===== src/rtl/traffic_pkg.sv =====
`default_nettype none
// ============================================================================
//  Module      : traffic_pkg
//  Description : Shared intersection types: scheduler states, default
//                pedestrian timings and lamp encodings.
//  Revision    : 1.0 - initial release
// ============================================================================
package traffic_pkg;

    typedef enum logic [2:0] {
        ST_IDLE  = 3'd0,
        ST_REQ   = 3'd1,
        ST_WALK  = 3'd2,
        ST_CLEAR = 3'd3,
        ST_GAP   = 3'd4
    } sched_state_t;

    localparam int c_def_num_xing   = 4;
    localparam int c_def_walk_time  = 7;
    localparam int c_def_clear_time = 5;
    localparam int c_def_gap_time   = 10;

    // Encoding matches the lamp driver inside the light controller.
    typedef enum logic [1:0] {
        LAMP_DONT_WALK = 2'd0,
        LAMP_WALK      = 2'd1,
        LAMP_FLASH     = 2'd2
    } ped_lamp_t;

    function automatic ped_lamp_t lamp_for_state(input sched_state_t s);
        ped_lamp_t l;
        case (s)
            ST_WALK:  l = LAMP_WALK;
            ST_CLEAR: l = LAMP_FLASH;
            default:  l = LAMP_DONT_WALK;
        endcase
        return l;
    endfunction

    function automatic int max3(input int a, input int b, input int c);
        int m;
        m = (a > b) ? a : b;
        return (m > c) ? m : c;
    endfunction

endpackage
`default_nettype wire


===== src/rtl/ped_crossing_scheduler_if.sv =====
`default_nettype none
// ============================================================================
//  Module      : ped_crossing_scheduler_if
//  Description : Button, controller handshake and lamp bundle of the
//                pedestrian scheduler. emerg exists with EMERGENCY_PREEMPT_EN.
//  Revision    : 1.0 - initial release
// ============================================================================
interface ped_crossing_scheduler_if
    import traffic_pkg::*;
#(
    parameter int NUM_XING = c_def_num_xing
);
    logic [NUM_XING-1:0] ped_btn;
    logic                ctrl_all_red;
`ifdef EMERGENCY_PREEMPT_EN
    logic                emerg;
`endif
    logic                hold;
    logic [NUM_XING-1:0] walk;
    logic [NUM_XING-1:0] flash;
    logic [NUM_XING-1:0] pending;
    logic                busy;

    modport master (
`ifdef EMERGENCY_PREEMPT_EN
        output emerg,
`endif
        output ped_btn,
        output ctrl_all_red,
        input  hold,
        input  walk,
        input  flash,
        input  pending,
        input  busy
    );

    modport slave (
`ifdef EMERGENCY_PREEMPT_EN
        input  emerg,
`endif
        input  ped_btn,
        input  ctrl_all_red,
        output hold,
        output walk,
        output flash,
        output pending,
        output busy
    );
endinterface
`default_nettype wire


===== src/rtl/rr_arbiter.sv =====
`default_nettype none
// ============================================================================
//  Module      : rr_arbiter
//  Description : Combinational round-robin pick; searches from i_ptr+1 with
//                wrap-around and returns a one-hot grant.
//  Revision    : 1.0 - initial release
// ============================================================================
module rr_arbiter #(
    parameter int N = 4
) (
    input  wire logic [N-1:0]         i_req,
    input  wire logic [$clog2(N)-1:0] i_ptr,
    output logic      [N-1:0]         o_grant,
    output logic                      o_valid
);
    localparam int c_ptr_w = $clog2(N);

    logic [c_ptr_w-1:0] w_idx;

    always_comb begin
        o_grant = '0;
        o_valid = 1'b0;
        w_idx   = '0;
        for (int k = 1; k <= N; k++) begin
            w_idx = c_ptr_w'((int'(i_ptr) + k) % N);
            if (!o_valid && i_req[w_idx]) begin
                o_grant[w_idx] = 1'b1;
                o_valid        = 1'b1;
            end
        end
    end
endmodule
`default_nettype wire


===== src/rtl/ped_crossing_scheduler.sv =====
`default_nettype none
// ============================================================================
//  Module      : ped_crossing_scheduler
//  Description : Latches walk requests, holds the light controller in all-red
//                and serves one crossing per walk/clear/gap round.
//                Optional EMERGENCY_PREEMPT_EN adds the emerg preemption input.
//  Revision    : 1.0 - initial release
// ============================================================================
module ped_crossing_scheduler
    import traffic_pkg::*;
#(
    parameter int NUM_XING   = c_def_num_xing,
    parameter int WALK_TIME  = c_def_walk_time,
    parameter int CLEAR_TIME = c_def_clear_time,
    parameter int GAP_TIME   = c_def_gap_time
) (
    input  wire logic                 clk,
    input  wire logic                 rst,
    ped_crossing_scheduler_if.slave   bus
);
    localparam int c_idx_w = $clog2(NUM_XING);
    localparam int c_cnt_w = $clog2(max3(WALK_TIME, CLEAR_TIME, GAP_TIME) + 1);
    localparam logic [c_cnt_w-1:0] c_walk_load  = c_cnt_w'(WALK_TIME - 1);
    localparam logic [c_cnt_w-1:0] c_clear_load = c_cnt_w'(CLEAR_TIME - 1);
    localparam logic [c_cnt_w-1:0] c_gap_load   = c_cnt_w'(GAP_TIME - 1);
    localparam logic [NUM_XING-1:0] c_one       = {{(NUM_XING-1){1'b0}}, 1'b1};

    sched_state_t        r_state;
    sched_state_t        w_state_nxt;
    logic [c_cnt_w-1:0]  r_cnt;
    logic [c_cnt_w-1:0]  w_cnt_nxt;
    logic [c_idx_w-1:0]  r_ptr;
    logic [c_idx_w-1:0]  r_grant;
    logic [c_idx_w-1:0]  w_pick_idx;
    logic [NUM_XING-1:0] r_pending;
    logic [NUM_XING-1:0] w_pick_oh;
    logic [NUM_XING-1:0] w_grant_oh;
    logic [NUM_XING-1:0] w_walk;
    logic [NUM_XING-1:0] w_flash;
    logic [NUM_XING-1:0] w_clr_mask;
    logic                w_pick_valid;
    logic                w_take;
    logic                w_emerg;
    ped_lamp_t           w_lamp;

`ifdef EMERGENCY_PREEMPT_EN
    assign w_emerg = bus.emerg;
`else
    assign w_emerg = 1'b0;
`endif

    rr_arbiter #(
        .N (NUM_XING)
    ) u_arb (
        .i_req   (r_pending),
        .i_ptr   (r_ptr),
        .o_grant (w_pick_oh),
        .o_valid (w_pick_valid)
    );

    always_comb begin
        w_pick_idx = '0;
        for (int i = 0; i < NUM_XING; i++) begin
            if (w_pick_oh[i]) begin
                w_pick_idx = c_idx_w'(i);
            end
        end
    end

    // Emergency has priority over a grant in REQ and cuts WALK short,
    // but CLEAR always runs its full length.
    always_comb begin
        w_state_nxt = r_state;
        w_cnt_nxt   = r_cnt;
        w_take      = 1'b0;
        case (r_state)
            ST_IDLE: begin
                if ((r_pending != '0) && !w_emerg) begin
                    w_state_nxt = ST_REQ;
                end
            end
            ST_REQ: begin
                if (w_emerg) begin
                    w_state_nxt = ST_GAP;
                    w_cnt_nxt   = c_gap_load;
                end else if (bus.ctrl_all_red && w_pick_valid) begin
                    w_state_nxt = ST_WALK;
                    w_cnt_nxt   = c_walk_load;
                    w_take      = 1'b1;
                end
            end
            ST_WALK: begin
                if (w_emerg || (r_cnt == '0)) begin
                    w_state_nxt = ST_CLEAR;
                    w_cnt_nxt   = c_clear_load;
                end else begin
                    w_cnt_nxt = r_cnt - 1'b1;
                end
            end
            ST_CLEAR: begin
                if (r_cnt == '0) begin
                    w_state_nxt = ST_GAP;
                    w_cnt_nxt   = c_gap_load;
                end else begin
                    w_cnt_nxt = r_cnt - 1'b1;
                end
            end
            ST_GAP: begin
                if (r_cnt == '0) begin
                    w_state_nxt = ((r_pending != '0) && !w_emerg) ? ST_REQ : ST_IDLE;
                end else begin
                    w_cnt_nxt = r_cnt - 1'b1;
                end
            end
            default: begin
                w_state_nxt = ST_IDLE;
            end
        endcase
    end

    always_ff @(posedge clk) begin
        if (rst) begin
            r_state <= ST_IDLE;
        end else begin
            r_state <= w_state_nxt;
        end
    end

    assign w_clr_mask = w_take ? w_pick_oh : '0;

    // Presses on the crossing that is walking are dropped; the grant clear
    // wins over a press landing on the same edge.
    always_ff @(posedge clk) begin
        if (rst) begin
            r_cnt     <= '0;
            r_ptr     <= c_idx_w'(NUM_XING - 1);
            r_grant   <= '0;
            r_pending <= '0;
        end else begin
            r_cnt     <= w_cnt_nxt;
            r_pending <= (r_pending | (bus.ped_btn & ~w_walk)) & ~w_clr_mask;
            if (w_take) begin
                r_ptr   <= w_pick_idx;
                r_grant <= w_pick_idx;
            end
        end
    end

    assign w_lamp     = lamp_for_state(r_state);
    assign w_grant_oh = c_one << r_grant;
    assign w_walk     = (w_lamp == LAMP_WALK)  ? w_grant_oh : '0;
    assign w_flash    = (w_lamp == LAMP_FLASH) ? w_grant_oh : '0;

    assign bus.walk    = w_walk;
    assign bus.flash   = w_flash;
    assign bus.hold    = (r_state == ST_REQ) || (r_state == ST_WALK) || (r_state == ST_CLEAR);
    assign bus.busy    = (r_state != ST_IDLE);
    assign bus.pending = r_pending;
endmodule
`default_nettype wire


===== src/flat_wrapper.sv =====
// flat-port wrapper written by rule: the top's interface ports become plain ports
module ped_crossing_scheduler_flat import traffic_pkg::*;
#(
    parameter int NUM_XING   = c_def_num_xing,
    parameter int WALK_TIME  = c_def_walk_time,
    parameter int CLEAR_TIME = c_def_clear_time,
    parameter int GAP_TIME   = c_def_gap_time
)
  (clk, rst, bus_ped_btn, bus_ctrl_all_red, bus_hold, bus_walk, bus_flash, bus_pending, bus_busy);
  ped_crossing_scheduler_if #(.NUM_XING(NUM_XING)) bus_i ();
  input  wire logic clk;
  input  wire logic rst;
  input wire logic [$bits(bus_i.ped_btn)-1:0] bus_ped_btn;
  input wire logic [$bits(bus_i.ctrl_all_red)-1:0] bus_ctrl_all_red;
  output wire logic [$bits(bus_i.hold)-1:0] bus_hold;
  output wire logic [$bits(bus_i.walk)-1:0] bus_walk;
  output wire logic [$bits(bus_i.flash)-1:0] bus_flash;
  output wire logic [$bits(bus_i.pending)-1:0] bus_pending;
  output wire logic [$bits(bus_i.busy)-1:0] bus_busy;
  assign bus_i.ped_btn = bus_ped_btn;
  assign bus_i.ctrl_all_red = bus_ctrl_all_red;
  assign bus_hold = bus_i.hold;
  assign bus_walk = bus_i.walk;
  assign bus_flash = bus_i.flash;
  assign bus_pending = bus_i.pending;
  assign bus_busy = bus_i.busy;
  ped_crossing_scheduler #(.NUM_XING(NUM_XING), .WALK_TIME(WALK_TIME), .CLEAR_TIME(CLEAR_TIME), .GAP_TIME(GAP_TIME)) u_core (.clk(clk), .rst(rst), .bus(bus_i));
endmodule

===== config.mk =====
export PLATFORM = sky130hd
export DESIGN_NAME = ped_crossing_scheduler_flat
export DESIGN_NICKNAME = d
export VERILOG_FILES = /design/src/rtl/traffic_pkg.sv /design/src/rtl/ped_crossing_scheduler_if.sv /design/src/rtl/rr_arbiter.sv /design/src/rtl/ped_crossing_scheduler.sv /design/src/flat_wrapper.sv
export SDC_FILE = /design/constraint.sdc
export NUM_CORES = 1
export LEC_CHECK = 0
export CAP_MARGIN = 20
export CORE_MARGIN = 2
export CORE_UTILIZATION = 50
export DETAILED_ROUTE_END_ITERATION = 7
export DONT_BUFFER_PORTS = 1
export PLACE_DENSITY_LB_ADDON = 0.15
export REMOVE_ABC_BUFFERS = 1
export SLEW_MARGIN = 40
export SYNTH_ARGS = -nofsm -noshare
export SYNTH_HDL_FRONTEND = slang
export SYNTH_SLANG_ARGS = --single-unit

===== constraint.sdc =====
create_clock -name clk -period 3.5 [get_ports clk]
set_input_delay 0.35 -clock clk [delete_from_list [all_inputs] [get_ports clk]]
set_output_delay 0.35 -clock clk [all_outputs]
set_load 0.01 [all_outputs]

==> impl_metrics.toml, run 1 <==
[routing]
vias_per_cell = 6.38
topRoutingLayerUsed = "met4"
met1Wirelength_um = 1350
vias = 1206
totalWireLength_um = 2950
amount_of_wire_on_met2_after_detailed_routing_um = 1300
met3WireLength_um = 247
route.antenna.remaining_nets = 0
drt-pass1-iter-count = 6
detailed_route_drc_error_count = 0
detailedRoute.firstIterationViolations = 52
wl_per_cell_um = 15.6

[logic_synthesis]
yosys_warnings = 0
post-synth-top-area-fraction_pct = 22.6
ys_ff_latch = 15
synth_top_cells_by_area = "sky130_fd_sc_hd__dfxtp_1 23%, sky130_fd_sc_hd__ha_1 9.4%, sky130_fd_sc_hd__mux4_2 5.1%, sky130_fd_sc_hd__nor2_1 4.0%, sky130_fd_sc_hd__a21oi_1 3.8%"
postSynthAreaPerCell_um2 = 8.14
asyncSetResetFlopFracSynth_pct = 0
synthCells = 163
synth.yosys.seq_area_share_pct = 22.6
synth.lib_cells_used.distinct = 50
synthFlopType = "sky130_fd_sc_hd__dfxtp_1"
synth-edff-count = 0
post_synth_instance_area_um2 = 1330
yosysTopAreaCell = "sky130_fd_sc_hd__dfxtp_1"

[setup_path]
master_of_the_slowest_instance_on_the_critical_path = "sky130_fd_sc_hd__dfxtp_1"
worst-r2r-setup-slack_ns = 0.83
critical_path.cell_chain = "inv_1, ha_1, mux4_2, a31o_1, a221o_1, a221oi_2, o221ai_1"
critical_path.max_stage_delay_ns = 0.51
rr_startpoint = "u_core.r_ptr[1]"
crit_buf_inv = 1
crit_path_end_kind = "register"
regToRegEndpoint = "u_core.r_ptr[0]"
critPathMaxFanout = 9
crit_arrival_ns = 2.83
critPathRequiredTime_ns = 3.66
r2r.worst_path.cells = 7
launching_element_type_of_the_critical_path = "register"
path_class = "reg2reg"
timing.critical_path.max_delay_family = "compound AO/OA/AOI/OAI gates"

[power_and_ir_drop]
power_uw = 661
vdd_drop_max_uv = 264
power.switching_uw = 280
power.density_cell_area_nw_per_um2 = 488
seq_power_share_pct = 37.3
static-leakage-power_nw = 0.535
power.combinational.fraction_pct = 47.5
power_report.internal_total_uw = 381
p_clk_share_pct = 15.2
swShare_pct = 42.3

[min_path]
hold_path_end = "u_core.bus.pending[3]"
holdCritStartpoint = "rst"
min_delay_path_depth = 1
worst_hold_path_type = "in2reg"

[floorplan]
fp.dieArea_um2 = 3080
initial_utilization_pct = 53.1
floorplan.die.width_um = 55.5
placeableCoreArea_um2 = 2500
top_level_ports = 21
placementRows = 18
floorplan.die.height_um = 55.5

[run]
maxCapViolations = 0

[timing]
drv_slew = 0
max_clock_freq_mhz = 375
final-hold-violation-count = 0
setup_viol = 0
clock_skew_ns = 0.00163
slew_headroom_pct = 58.3
tightest_slew_ns = 0.624
fin_tns_setup_ns = 0
timing.final.crit_share_pct = 76.3
rsz0062_at_grt = "no"
layout_min_cycle_time_ns = 2.67

[global_route]
grt_antenna_before_repair = 0
overall_routing_resource_usage_pct = 21.5
largest_net_degree_at_the_start_of_global_routing = 19
gr-total-overflow = 0
vias_in_the_first_global_route = 1095
grt_pass1_wl_um = 5350

[final_layout]
layout_commonest_cell = "sky130_fd_sc_hd__dfxtp_1"
finalNetCount = 177
layout-drive-gt1-share_pct = 10.7
most-common-layout-cells = "15 x sky130_fd_sc_hd__dfxtp_1, 14 x sky130_fd_sc_hd__nor2_1, 12 x sky130_fd_sc_hd__inv_1"
antennaDiodeCount = 0
area_growth_syn_to_layout_pct = 2.26

[placement]
detailed_place_hpwl_um = 2210
port_buffers = 0
finalWeightedCongestion = 0.884

[clock_tree]
total_cts_buffers = 3
worstSkewPairLatency_ns = 0.28
post_cts.resized_instances = 0
tritoncts = "done"
ctsHoldBuffers = 0
post_cts.repair.setup_buffers = 0
cts.reportedPaths.clkPinSlew_ns = 0.09
htree_levels = 1
clk_root_buffer_cell = "sky130_fd_sc_hd__clkbuf_4"
tritoncts_num_sinks = 15
ctsLongestPathBuffers = 2

[run_status]
status = "complete, no violations"
-- through the flow --
step	hold slack (ns)	utilization, %	cells	cell area (um2)	worst slack [ns]
2_1_floorplan	0.416	-	153	1280	0.851
3_3_place_gp	0.419	53.2	185	1330	0.941
3_5_place_dp	0.423	53.2	185	1330	0.835
4_1_cts	0.108	54.3	189	1360	0.829
5_1_grt	0.0962	54.3	189	1360	0.574
6_report	0.118	54.3	189	1360	0.831
-- sequential cells by signal, indices dropped and copies added (netlist names) --
signal / cells
u_core.r_grant: 2
u_core.r_cnt: 4
u_core.r_ptr: 2
u_core.r_state: 3
u_core.bus.pending: 4
-- power by group through the flow --
| stage | clock [mW] | sequential (mW) | combinational, mW |
|---|---|---|---|
| 3_5_place_dp | 0 | 0.250 | 0.311 |
| 4_1_cts | 0.105 | 0.246 | 0.311 |
| 6_report | 0.101 | 0.247 | 0.314 |
| 5_1_grt | 0.114 | 0.256 | 0.353 |
| 2_1_floorplan | 0 | 0.241 | 0.252 |
| 3_3_place_gp | 0 | 0.247 | 0.307 |
-- area by class of cell --
class                   instances  area [um2]
flip-flops and latches         15         300
well taps                      30        37.5
multi-input cells             126         931
clock inverters                 1        5.00
fillers                       230        1140
clock buffers                   3        22.5
repair buffers                  2        15.0
inverters                      12        45.0
-- routing by layer --
metal	up-vias	track usage [%]
met5	-	0
met2	48	30.8
li1	602	-
met1	552	31.3
met3	4	4.92
met4	0	8.01
-- kinds of logic (layout without fill, tap and decap cells) --
group	Yosys count	after routing	synth area share (%)
AND/OR/NAND/NOR	61	61	25.3
AO/OA/AOI/OAI	47	47	26.4
buffers and inverters	22	18	7.17
flip-flops	15	15	22.6
adder cells (fa/ha/maj)	10	10	9.43
multiplexers	8	8	9.06
-- cells in the mapped netlist, types with 4 or more instances --
| master | instances |
|---|---|
| sky130_fd_sc_hd__a21oi_1 | 10 |
| sky130_fd_sc_hd__buf_2 | 4 |
| sky130_fd_sc_hd__clkbuf_1 | 5 |
| sky130_fd_sc_hd__dfxtp_1 | 15 |
| sky130_fd_sc_hd__ha_1 | 10 |
| sky130_fd_sc_hd__inv_1 | 12 |
| sky130_fd_sc_hd__nand2_1 | 9 |
| sky130_fd_sc_hd__nand2b_1 | 7 |
| sky130_fd_sc_hd__nand3_1 | 5 |
| sky130_fd_sc_hd__nor2_1 | 14 |
| sky130_fd_sc_hd__o21ai_0 | 7 |
-- worst max-delay path by stage --
| stage | cells past startpoint | slack (ns) | startpoint | endpoint |
|---|---|---|---|---|
| finish | 7 | 0.83 | u_core.r_ptr[1] | u_core.r_ptr[0] |
| global route | 7 | 0.57 | u_core.r_ptr[1] | u_core.r_ptr[0] |
| CTS | 7 | 0.83 | u_core.r_ptr[1] | u_core.r_ptr[1] |
| detailed placement | 7 | 0.83 | u_core.r_ptr[1] | u_core.r_ptr[0] |
| global placement | 7 | 0.94 | u_core.r_ptr[1] | u_core.r_ptr[1] |
| floorplan | 7 | 0.85 | u_core.r_ptr[0] | u_core.r_ptr[1] |
Note: power is estimated with default switching activity, not from simulation.
==> run 2, diff against run 1 <==
==> constraint.sdc (replaced) <==
create_clock -name clk -period 2.8 [get_ports clk]
set_input_delay 0.28 -clock clk [delete_from_list [all_inputs] [get_ports clk]]
set_output_delay 0.28 -clock clk [all_outputs]
set_load 0.01 [all_outputs]
==> run 2 against run 1 <==
Critical path type unchanged. Critical endpoint unchanged. Final cell count up 1.6%. Core utilization up 0.85 points. Critical path depth did not move. First-iteration DRC count is 38% higher. Clock skew up 0.0056 ns.
==> impl_metrics.toml, run 2 (same netlist as run 1, synthesis figures left out) <==
[run_status]
status = "complete, no violations"

[clock_tree]
post_cts.resized_instances = 0
ctsHoldBuffers = 0
ctsLongestPathBuffers = 2
htree_levels = 1
post_cts.repair.setup_buffers = 0
total_cts_buffers = 3
clk_root_buffer_cell = "sky130_fd_sc_hd__clkbuf_4"
cts.reportedPaths.clkPinSlew_ns = 0.10
worstSkewPairLatency_ns = 0.28
tritoncts_num_sinks = 15
tritoncts = "done"

[routing]
route.antenna.remaining_nets = 0
detailed_route_drc_error_count = 0
vias = 1235
detailedRoute.firstIterationViolations = 72
vias_per_cell = 6.43
drt-pass1-iter-count = 4
totalWireLength_um = 3170
wl_per_cell_um = 16.5

[floorplan]
initial_utilization_pct = 53.1
floorplan.die.height_um = 55.5
placeableCoreArea_um2 = 2500
floorplan.die.width_um = 55.5
top_level_ports = 21
placementRows = 18
fp.dieArea_um2 = 3080

[global_route]
overall_routing_resource_usage_pct = 22.0
gr-total-overflow = 0
grt_pass1_wl_um = 5580
groute.layer.met2.usage_pct = 32.5
grt_antenna_before_repair = 0
vias_in_the_first_global_route = 1161
grt_util_met3_pct = 3.28
largest_net_degree_at_the_start_of_global_routing = 19
groute.layer.met1.usage_pct = 32.9
grt_busiest_layer = "met1"

[placement]
port_buffers = 0
detailed_place_hpwl_um = 2370
pre_cts_ws_ns = 0.462
finalWeightedCongestion = 0.853

[timing]
drv_slew = 0
fin_tns_setup_ns = 0
final-hold-violation-count = 0
layout_min_cycle_time_ns = 2.38
max_clock_freq_mhz = 420
tightest_slew_ns = 0.619
final.setup.worst_slack_ns = 0.419
slew_headroom_pct = 58.7
timing.final.crit_share_pct = 85.0
clock_skew_ns = 0.00719
setup_viol = 0
rsz0062_at_grt = "no"
final.hold.worst_slack_ns = 0.0514

[final_layout]
nFillCells = 238
area_growth_syn_to_layout_pct = 3.87
finalNetCount = 180
layout-drive-gt1-share_pct = 11.7
most-common-layout-cells = "15 x sky130_fd_sc_hd__dfxtp_1, 14 x sky130_fd_sc_hd__nor2_1, 12 x sky130_fd_sc_hd__inv_1"
antennaDiodeCount = 0
layout_commonest_cell = "sky130_fd_sc_hd__dfxtp_1"

[setup_path]
r2r.worst_path.cells = 7
launching_element_type_of_the_critical_path = "register"
critPathRequiredTime_ns = 2.95
crit_path_end_kind = "register"
crit_arrival_ns = 2.53
critPathMaxFanout = 8
path_class = "reg2reg"

[run]
maxCapViolations = 0

[power_and_ir_drop]
power_uw = 844
swShare_pct = 42.4
power.density_cell_area_nw_per_um2 = 613
seq_power_share_pct = 35.8
power.switching_uw = 358
p_clk_share_pct = 15.2
vdd_drop_max_uv = 297
power_report.internal_total_uw = 486
static-leakage-power_nw = 0.547
power.combinational.fraction_pct = 49.0

[min_path]
min_delay_path_depth = 1
worst_hold_path_type = "in2reg"
run 2: cell types whose count changed in the layout (fill, tap and decap cells not counted), sizes merged:
cell and delta:
buf +3, clkbuf +1, clkinv -1
run 2: stage by stage:
stage	utilization, %	area [um2]	cells
floorplan	-	1280	153
global placement	54.1	1350	188
detailed placement	54.1	1350	188
CTS	55.1	1380	192
global route	55.1	1380	192
finish	55.1	1380	192
run 2: final cells by class:
class                      instances  area (um2)  share of cell area, %
inverter                          12        45.0                   3.27
multi-input combinational        126         931                   67.6
sequential                        15         300                   21.8
clock buffer                       4        26.3                   1.91
tap                               30        37.5                   2.72
timing repair buffer               5        37.5                   2.72
run 2: path summary, 6_finish.rpt:
path / start / end / slack [ns]
worst max-delay path: u_core.r_ptr[0] / u_core.r_ptr[0] / 0.42
worst min register to register: u_core.r_cnt[1] / u_core.r_cnt[1] / 0.49
worst min-delay path: rst / u_core.r_state[2] / 0.05
worst max register to register: u_core.r_ptr[0] / u_core.r_ptr[0] / 0.42
run 2: metal layers:
metal / vias to the layer above / share of wire (%) / wire [um]
li1: 603 / - / -
met1: 602 / 51 / 1620
met2: 28 / 45 / 1410
met3: 2 / 3.3 / 106
met4: 0 / 0.66 / 21
met5: - / 0 / 0
run 2: power by group through the flow:
stage	logic [mW]	clock network [mW]	registers [mW]
5_1_grt	0.462	0.136	0.311
3_3_place_gp	0.399	0	0.304
2_1_floorplan	0.315	0	0.301
3_5_place_dp	0.408	0	0.307
4_1_cts	0.410	0.128	0.302
6_report	0.414	0.128	0.302
run 2: critical path: stages (launching register included):
cell and delay, ns:
sky130_fd_sc_hd__dfxtp_1 0.34, sky130_fd_sc_hd__inv_1 0.09, sky130_fd_sc_hd__ha_1 0.39, sky130_fd_sc_hd__mux4_2 0.41, sky130_fd_sc_hd__a31o_1 0.21, sky130_fd_sc_hd__a221o_1 0.30
sky130_fd_sc_hd__a221oi_2 0.34, sky130_fd_sc_hd__o221ai_1 0.17
